`src/rtl/smoldvi_timing_gen_if.sv`:
```
// Raster timing bundle between the SmolDVI timing generator and its consumers.
// The generator side drives timing outputs and receives the run enable.
interface smoldvi_timing_gen_if;
  logic       en;
  logic       den;
  logic [1:0] c;
  logic       pix_rdy;
  logic       sof;

  modport master (input en, output den, c, pix_rdy, sof);
  modport slave  (output en, input den, c, pix_rdy, sof);
endinterface

```
`src/rtl/smoldvi_timing_gen.sv`:
```
// Raster timing generator for the SmolDVI TMDS lanes: den, sync control symbols,
// a pixel request on the first cycle of each pixel pair, and a start-of-frame pulse.
module smoldvi_timing_gen #(
  parameter int   H_FRONT_PORCH = 16,
  parameter int   H_SYNC_WIDTH  = 96,
  parameter int   H_BACK_PORCH  = 48,
  parameter int   H_ACTIVE      = 640,
  parameter int   V_FRONT_PORCH = 10,
  parameter int   V_SYNC_WIDTH  = 2,
  parameter int   V_BACK_PORCH  = 33,
  parameter int   V_ACTIVE      = 480,
  parameter logic H_SYNC_POL    = 1'b0,
  parameter logic V_SYNC_POL    = 1'b0
) (
  input logic                  clk,
  input logic                  rst_n,
  smoldvi_timing_gen_if.master bus
);

  localparam logic [1:0] ST_FRONT  = 2'd0;
  localparam logic [1:0] ST_SYNC   = 2'd1;
  localparam logic [1:0] ST_BACK   = 2'd2;
  localparam logic [1:0] ST_ACTIVE = 2'd3;

  localparam logic [1:0] C_IDLE = {~V_SYNC_POL, ~H_SYNC_POL};

  function automatic logic [11:0] h_load(input logic [1:0] st);
    case (st)
      ST_FRONT: h_load = 12'(H_FRONT_PORCH - 1);
      ST_SYNC:  h_load = 12'(H_SYNC_WIDTH - 1);
      ST_BACK:  h_load = 12'(H_BACK_PORCH - 1);
      default:  h_load = 12'(H_ACTIVE - 1);
    endcase
  endfunction

  function automatic logic [11:0] v_load(input logic [1:0] st);
    case (st)
      ST_FRONT: v_load = 12'(V_FRONT_PORCH - 1);
      ST_SYNC:  v_load = 12'(V_SYNC_WIDTH - 1);
      ST_BACK:  v_load = 12'(V_BACK_PORCH - 1);
      default:  v_load = 12'(V_ACTIVE - 1);
    endcase
  endfunction

  logic        running;
  logic [11:0] x, y;
  logic [1:0]  h_state, v_state;
  logic [11:0] h_cnt, v_cnt;

  logic [11:0] nx, ny;
  logic [1:0]  nh_state, nv_state;
  logic [11:0] nh_cnt, nv_cnt;
  logic        n_den;

  logic        den_q, pix_rdy_q, sof_q;
  logic [1:0]  c_q;

  // Position of the cycle that follows the next edge: (0,0) when starting,
  // otherwise one step along the raster.
  always_comb begin
    nx       = '0;
    ny       = '0;
    nh_state = ST_FRONT;
    nh_cnt   = h_load(ST_FRONT);
    nv_state = ST_FRONT;
    nv_cnt   = v_load(ST_FRONT);
    if (running) begin
      nx       = x + 12'd1;
      ny       = y;
      nh_state = h_state;
      nh_cnt   = h_cnt - 12'd1;
      nv_state = v_state;
      nv_cnt   = v_cnt;
      if (h_cnt == '0) begin
        nh_state = 2'(h_state + 2'd1);
        nh_cnt   = h_load(nh_state);
        if (h_state == ST_ACTIVE) begin
          nx     = '0;
          ny     = y + 12'd1;
          nv_cnt = v_cnt - 12'd1;
          if (v_cnt == '0) begin
            nv_state = 2'(v_state + 2'd1);
            nv_cnt   = v_load(nv_state);
            if (v_state == ST_ACTIVE) ny = '0;
          end
        end
      end
    end
  end

  assign n_den = (nh_state == ST_ACTIVE) && (nv_state == ST_ACTIVE);

  always_ff @(posedge clk or negedge rst_n) begin
    if (!rst_n) begin
      running   <= 1'b0;
      x         <= '0;
      y         <= '0;
      h_state   <= ST_FRONT;
      h_cnt     <= '0;
      v_state   <= ST_FRONT;
      v_cnt     <= '0;
      den_q     <= 1'b0;
      pix_rdy_q <= 1'b0;
      sof_q     <= 1'b0;
      c_q       <= C_IDLE;
    end else if (!bus.en) begin
      running   <= 1'b0;
      x         <= '0;
      y         <= '0;
      h_state   <= ST_FRONT;
      h_cnt     <= '0;
      v_state   <= ST_FRONT;
      v_cnt     <= '0;
      den_q     <= 1'b0;
      pix_rdy_q <= 1'b0;
      sof_q     <= 1'b0;
      c_q       <= C_IDLE;
    end else begin
      running   <= 1'b1;
      x         <= nx;
      y         <= ny;
      h_state   <= nh_state;
      h_cnt     <= nh_cnt;
      v_state   <= nv_state;
      v_cnt     <= nv_cnt;
      den_q     <= n_den;
      // H_ACTIVE is even, so the active down-counter is odd on even pixel offsets.
      pix_rdy_q <= n_den && nh_cnt[0];
      sof_q     <= (nx == '0) && (ny == '0);
      c_q[0]    <= (nh_state == ST_SYNC) ? H_SYNC_POL : ~H_SYNC_POL;
      c_q[1]    <= (nv_state == ST_SYNC) ? V_SYNC_POL : ~V_SYNC_POL;
    end
  end

  assign bus.den     = den_q;
  assign bus.c       = c_q;
  assign bus.pix_rdy = pix_rdy_q;
  assign bus.sof     = sof_q;

endmodule
```
`src/flat_wrapper.sv`:
```
// flat-port wrapper written by rule: the top's interface ports become plain ports
module smoldvi_timing_gen_flat 
#(
  parameter int   H_FRONT_PORCH = 16,
  parameter int   H_SYNC_WIDTH  = 96,
  parameter int   H_BACK_PORCH  = 48,
  parameter int   H_ACTIVE      = 640,
  parameter int   V_FRONT_PORCH = 10,
  parameter int   V_SYNC_WIDTH  = 2,
  parameter int   V_BACK_PORCH  = 33,
  parameter int   V_ACTIVE      = 480,
  parameter logic H_SYNC_POL    = 1'b0,
  parameter logic V_SYNC_POL    = 1'b0
)
  (clk, rst_n, bus_en, bus_den, bus_c, bus_pix_rdy, bus_sof);
  smoldvi_timing_gen_if bus_i ();
  input logic clk;
  input logic rst_n;
  input wire logic [$bits(bus_i.en)-1:0] bus_en;
  output wire logic [$bits(bus_i.den)-1:0] bus_den;
  output wire logic [$bits(bus_i.c)-1:0] bus_c;
  output wire logic [$bits(bus_i.pix_rdy)-1:0] bus_pix_rdy;
  output wire logic [$bits(bus_i.sof)-1:0] bus_sof;
  assign bus_i.en = bus_en;
  assign bus_den = bus_i.den;
  assign bus_c = bus_i.c;
  assign bus_pix_rdy = bus_i.pix_rdy;
  assign bus_sof = bus_i.sof;
  smoldvi_timing_gen #(.H_FRONT_PORCH(H_FRONT_PORCH), .H_SYNC_WIDTH(H_SYNC_WIDTH), .H_BACK_PORCH(H_BACK_PORCH), .H_ACTIVE(H_ACTIVE), .V_FRONT_PORCH(V_FRONT_PORCH), .V_SYNC_WIDTH(V_SYNC_WIDTH), .V_BACK_PORCH(V_BACK_PORCH), .V_ACTIVE(V_ACTIVE), .H_SYNC_POL(H_SYNC_POL), .V_SYNC_POL(V_SYNC_POL)) u_core (.clk(clk), .rst_n(rst_n), .bus(bus_i));
endmodule
```
`config.mk`:
```
export PLATFORM = sky130hd
export DESIGN_NAME = smoldvi_timing_gen_flat
export DESIGN_NICKNAME = d
export VERILOG_FILES = /design/src/rtl/smoldvi_timing_gen_if.sv /design/src/rtl/smoldvi_timing_gen.sv /design/src/flat_wrapper.sv
export SDC_FILE = /design/constraint.sdc
export NUM_CORES = 1
export LEC_CHECK = 0
export ABC_AREA = 1
export CELL_PAD_IN_SITES_DETAIL_PLACEMENT = 0
export CELL_PAD_IN_SITES_GLOBAL_PLACEMENT = 1
export CORE_MARGIN = 2
export CORE_UTILIZATION = 42
export DETAILED_ROUTE_END_ITERATION = 8
export GPL_TIMING_DRIVEN = 0
export PLACE_DENSITY_LB_ADDON = 0.05
export SLEW_MARGIN = 25
export SYNTH_ARGS = -nofsm -noshare
export SYNTH_HDL_FRONTEND = slang
export SYNTH_SLANG_ARGS = --single-unit
```
`constraint.sdc`:
```
create_clock -name clk -period 1.6 [get_ports clk]
set_input_delay 0.32 -clock clk [delete_from_list [all_inputs] [get_ports clk]]
set_output_delay 0.32 -clock clk [all_outputs]
set_load 0.02 [all_outputs]
```
After elaboration in Yosys (flattened, before gate mapping)
Cells that the tools add are included.

Output and inout port bits: 5. Flip-flop bits (word level): 58. Word-level logic and storage cells: 74.

Reduce and logical (&&, ||, !) cells: 10. Muxes and demuxes: 35. $add $sub $neg: 6. Eq/ne operators: 12.

Operators by type and width (count): two-way mux 12 bit (18); zero test 12 bit (4); one-hot mux 10 bit (3 select lines) (1); one-hot mux 9 bit (3 select lines) (1); adder 12 x 1 -> 12 bit, second input constant (2); subtractor 12 x 1 -> 12 bit, second input constant (2); two-way mux 2 bit (9); == test 2 bit, second input constant (6); == test 2 x 1 -> 1 bit, second input constant (4); two-way mux 1 bit (6); != test 3 bit, second input constant (2); adder 2 x 1 -> 2 bit, second input constant (2); zero test 2 bit (2); logical AND 1 bit (3); AND reduction 2 bit (1).

Depth between registers and ports, before layout
Word-level depth: 9. Depth in mapped cells: 14.

Worst setup path before layout
No wires, ideal clock.

Path type: register -> register. Start: register u_core.h_cnt[0]. End: register u_core.v_cnt[10]. Data required time: 1.481 ns. Arrival: 1.526 ns. Path slack: -0.045 ns. Library setup time: 0.119 ns. Cell stages (with the launch flop): 13. Cells stage by stage: dfrtp_1 -> inv_1 -> ha_1 -> nand2_1 -> nor2_8 -> nand3_4 -> nand2_4 -> inv_2 -> nand2_4 -> buf_4 -> nand3_1 -> nand2_1 -> nor2_1.

Longest elaborated chain between the ends: 3.

RTL lines: from (decl) (line smoldvi_timing_gen.sv:48) `logic [11:0] h_cnt, v_cnt;`; from (signal assigned) (line smoldvi_timing_gen.sv:123) `h_cnt <= nh_cnt;`; zero test 12 bit (line smoldvi_timing_gen.sv:74) `if (h_cnt == '0) begin`; != test 3 bit (no source line); AND reduction 2 bit (no source line); to (signal assigned) (line smoldvi_timing_gen.sv:125) `v_cnt <= nv_cnt;`; to (decl) (line smoldvi_timing_gen.sv:48).

No other way between the ends. A chain may end at the register's enable or synchronous reset.

Worst setup path after layout
Start: register u_core.h_cnt[4]. End: register u_core.sof_q (netlist: u_core.bus.sof).

Longest elaborated chain between the ends: 6. Elaborated cells between the ends (all ways): 9.

RTL lines: zero test 12 bit (*) (line smoldvi_timing_gen.sv:74); two-way mux 12 bit (line smoldvi_timing_gen.sv:74); two-way mux 12 bit (line smoldvi_timing_gen.sv:67) `if (running) begin`; zero test 12 bit (line smoldvi_timing_gen.sv:129) `sof_q <= (nx == '0) && (ny == '0);`; logical AND 1 bit (*) (line smoldvi_timing_gen.sv:129); two-way mux 1 bit (*) (line smoldvi_timing_gen.sv:106) `end else if (!bus.en) begin`; to (signal assigned) (line smoldvi_timing_gen.sv:129); to (decl) (line smoldvi_timing_gen.sv:55) `logic den_q, pix_rdy_q, sof_q;`.

Mark *: on every way between the ends. The rest lies on a longest branch, timed or not.

==> impl_metrics.json <==
{
  "outcome": "finished, violations left",
  "violations": "negative setup slack",
  "path_cells": "nor2_4 > nand2_4 > nor2_8 > nand3_4 > nand2_4 > buf_4 > nand2_1 > nand2_2 > nand2_1 > nor2_1 > nand2_1 > nor2_1",
  "grt_pass1_wl_um": 15320,
  "period_minus_slack_ns": 1.745,
  "grt_start_max_net_pins": 31,
  "slowest_delay_ns": 0.43,
  "peakVddDrop_v": 0.0004152,
  "pre_cts_slack_ns": -0.6221,
  "crit_cells": 12,
  "synth-seq-area-share_pct": 40.10,
  "dp_hpwl_um": 6382,
  "cp-start-kind": "flip-flop",
  "place_inst": 594,
  "grtUsageTotal_pct": 20.14,
  "critical_path_class": "flip-flop to flip-flop",
  "drc": 0,
  "crit_slowest_cell": "dfrtp_1",
  "critPathBufInv": 1,
  "skew_ns": 0.01652,
  "via_count": 3291,
  "ys_seq_elements": 58,
  "postLayoutSetupSlackWorst_ns": -0.1453,
  "start_util_pct": 43.69,
  "cts_tree": "done",
  "clkSlewWorstSetupHoldPaths_ns": 0.08,
  "cp-startpoint": "u_core.h_cnt[4]$_DFF_PN0_",
  "dieArea_mm2": 0.009393,
  "comb_power_share_pct": 29.2,
  "wire_per_inst_um": 14.13,
  "tightest_slew_ns": 0.4238,
  "dieWidth_um": 96.92,
  "die_h_um": 96.92,
  "power.density_mw_per_mm2": 853.4,
  "p_leak_nw": 2.201,
  "dr.pass1.iters": 7,
  "drv_slew": 0,
  "clkLatencyLatePin_ns": 0.34,
  "fmax_mhz": 573.0,
  "ant_nets": 0,
  "slew_headroom_pct": 71.75,
  "routed_wl_um": 9131,
  "ys_async_sr_fraction_pct": 100.0,
  "hold_path.class": "primary input to asynchronous set/reset pin",
  "globalRoute.totalOverflow": 0,
  "final_layout_size_suffix_gt1_share_pct": 29.02,
  "fin_crit_sh_pct": 109.1,
  "area_growth_pct": 28.95,
  "nets": 552,
  "p_sw_share_pct": 34.78,
  "r2r_cells": 12,
  "synth_cell_type_count": 42,
  "antenna_found_initial": 0,
  "cellInternalPower_w": 0.002603,
  "rows": 33,
  "worst_ep_required_time_ns": 1.87,
  "netlist_area_mm2": 0.003626,
  "port_buffers": 7,
  "fin_cells": 646,
  "clock-sinks": 58,
  "cp-end-kind": "flip-flop",
  "hold_viol_final": 0,
  "grt_setup_unrepaired": "yes",
  "diodes": 0,
  "cts.root.buffer_cell": "clkbuf_8",
  "core_mm2": 0.008299,
  "setup_violations": 16,
  "first_iter_violations": 141,
  "power_switching_w": 0.001388,
  "num_io_pins": 8,
  "drv_cap": 0,
  "crit_family": "simple AND/OR/NAND/NOR gates",
  "place_congestion": 0.8145,
  "ys.flop_type": "dfrtp_1",
  "syn_nets": 497,
  "cts.path.max_buffers": 2,
  "h-tree-depth": 3,
  "cts_buffers": 9,
  "syn_area_per_cell_um2": 7.538,
  "path_common_cell": "nand2_1",
  "clockPowerShare_pct": 30.7,
  "via_per_inst": 5.094,
  "ys_warn_count": 0,
  "pwr-share-seq_pct": 40.1,
  "grt_pass1_vias": 3233,
  "crit_arrival_ns": 2.01,
  "syn_inst": 481,
  "cp_max_fo": 5,
  "synth_edf_count": 0,
  "timing.rr.start": "u_core.h_cnt[4]$_DFF_PN0_"
}
[metal layers]
metal  wire length (um)  part of all wire [%]  global-route usage (%)  vias up
met5                  0                     0                       0        -
li1                   -                     -                       -     1636
met3                320                   3.5                   3.107       14
met4                169                   1.9                   6.501        0
met2               4490                    49                   34.88       57
met1               4149                    45                   25.75     1584
[logic make-up (layout without fill, tap and decap cells)]
logic type,count (synthesis),in the layout,share of synthesized area [%]
DFF,58,58,40.10
adders and majority gates,13,13,4.486
xor gates and xnor gates,15,15,3.623
AOI/OAI and AO/OA,55,55,9.144
and+or+nand+nor,262,262,34.33
buffers and inverters,78,138,8.316
[registers in the layout (all words and copies together), names as in the netlist]
register,flops
u_core.bus.sof,1
u_core.v_cnt,12
u_core.running,1
u_core.x,12
u_core.v_state,2
u_core.h_state,2
u_core.y,12
u_core.bus.c,2
u_core.bus.den,1
u_core.bus.pix_rdy,1
u_core.h_cnt,12
[cell type report]
type	count	area, um^2
Sequential cell	58	1460
Tap cell	105	131.4
Inverter	72	280.3
Multi-Input combinational cell	345	2206
Timing Repair Buffer	44	377.9
Fill cell	789	3623
Clock buffer	11	141.4
Buffer	6	48.80
Clock inverter	5	30.03
[cell usage in the layout (no fill, tap or decap), types with 9 or more instances in the layout]
| cell type | Yosys | routed |
|---|---|---|
| nand3_1 | 33 | 27 |
| nor2_4 | 5 | 19 |
| clkbuf_8 | 0 | 10 |
| inv_1 | 68 | 61 |
| nand2_1 | 102 | 90 |
| nand2_2 | 3 | 9 |
| nor2_2 | 5 | 10 |
| o21ai_1 | 5 | 11 |
| nand2_4 | 6 | 11 |
| xor2_1 | 11 | 10 |
| a21oi_1 | 14 | 11 |
| o21ai_0 | 17 | 10 |
| dfrtp_1 | 56 | 51 |
| nand4_1 | 11 | 11 |
| nor2_1 | 80 | 61 |
| buf_4 | 1 | 32 |
[what timing repair did]
item	in CTS	in global routing
gates resized for setup	48	69
hold endpoints to repair	27	0
setup endpoints to repair	49	48
hold buffers	1	0
pin swaps	23	34
setup buffers	20	16
[through the flow]
step           util [%]  hold WS [ns]  total power (W)  instance area [um^2]  TNS [ns]
2_1_floorplan         -       0.02441         0.002224                  3635         0
3_3_place_gp      46.22        0.4967         0.002417                  3836   -116.16
3_5_place_dp      46.43        0.2871         0.002433                  3854    -14.52
4_1_cts           52.24        0.4609         0.003841                  4335    -2.594
5_1_grt           56.34        0.4767         0.004215                  4676    -4.042
6_report          56.34        0.4461         0.003990                  4676    -1.434
[power by group through the flow]
stage	Combinational (W)	Clock, W	Sequential, W
after global placement	0.000807	0	0.00161
after floorplan	0.000620	0	0.00160
after global routing	0.00128	0.00133	0.00161
after detailed placement	0.000821	0	0.00161
after CTS	0.00100	0.00125	0.00159
final	0.00117	0.00122	0.00160
[Yosys cell counts, types with 2 or more instances]
master / number / area share [%]
nand3b_1: 2 / 0.41
nor2_4: 5 / 1.6
nand3_1: 33 / 4.6
nand4_1: 11 / 1.9
nand2_2: 3 / 0.52
o21ai_0: 17 / 2.3
nor2_2: 5 / 0.86
nand2_4: 6 / 1.9
dfrtp_1: 56 / 39
ha_1: 13 / 4.5
inv_2: 3 / 0.31
o22ai_1: 4 / 0.69
nand3_2: 2 / 0.55
inv_1: 68 / 7.0
nor3_1: 6 / 0.83
nand2_1: 102 / 11
o31ai_1: 2 / 0.41
nor2_8: 2 / 1.1
buf_2: 4 / 0.55
xnor2_1: 4 / 0.97
a21oi_1: 14 / 1.9
xor2_1: 11 / 2.7
a31oi_1: 2 / 0.35
dfstp_2: 2 / 1.4
o21bai_1: 4 / 0.83
nor2_1: 80 / 8.3
o21ai_1: 5 / 0.69
[final timing paths]
| kind | endpoint | slack, ns |
|---|---|---|
| max in group asynchronous | u_core.y[2]$_DFF_PN0_ | 0.64 |
| hold / removal | u_core.v_cnt[2]$_DFFE_PN0P_ | 0.45 |
| min in group clk | u_core.running$_DFF_PN0_ | 0.52 |
| setup reg to reg | u_core.bus.sof$_DFF_PN0_ | -0.15 |
| setup / recovery | u_core.bus.sof$_DFF_PN0_ | -0.15 |
| hold reg to reg | u_core.v_cnt[4]$_DFFE_PN0P_ | 0.57 |
(Power assumes the default switching activity.)
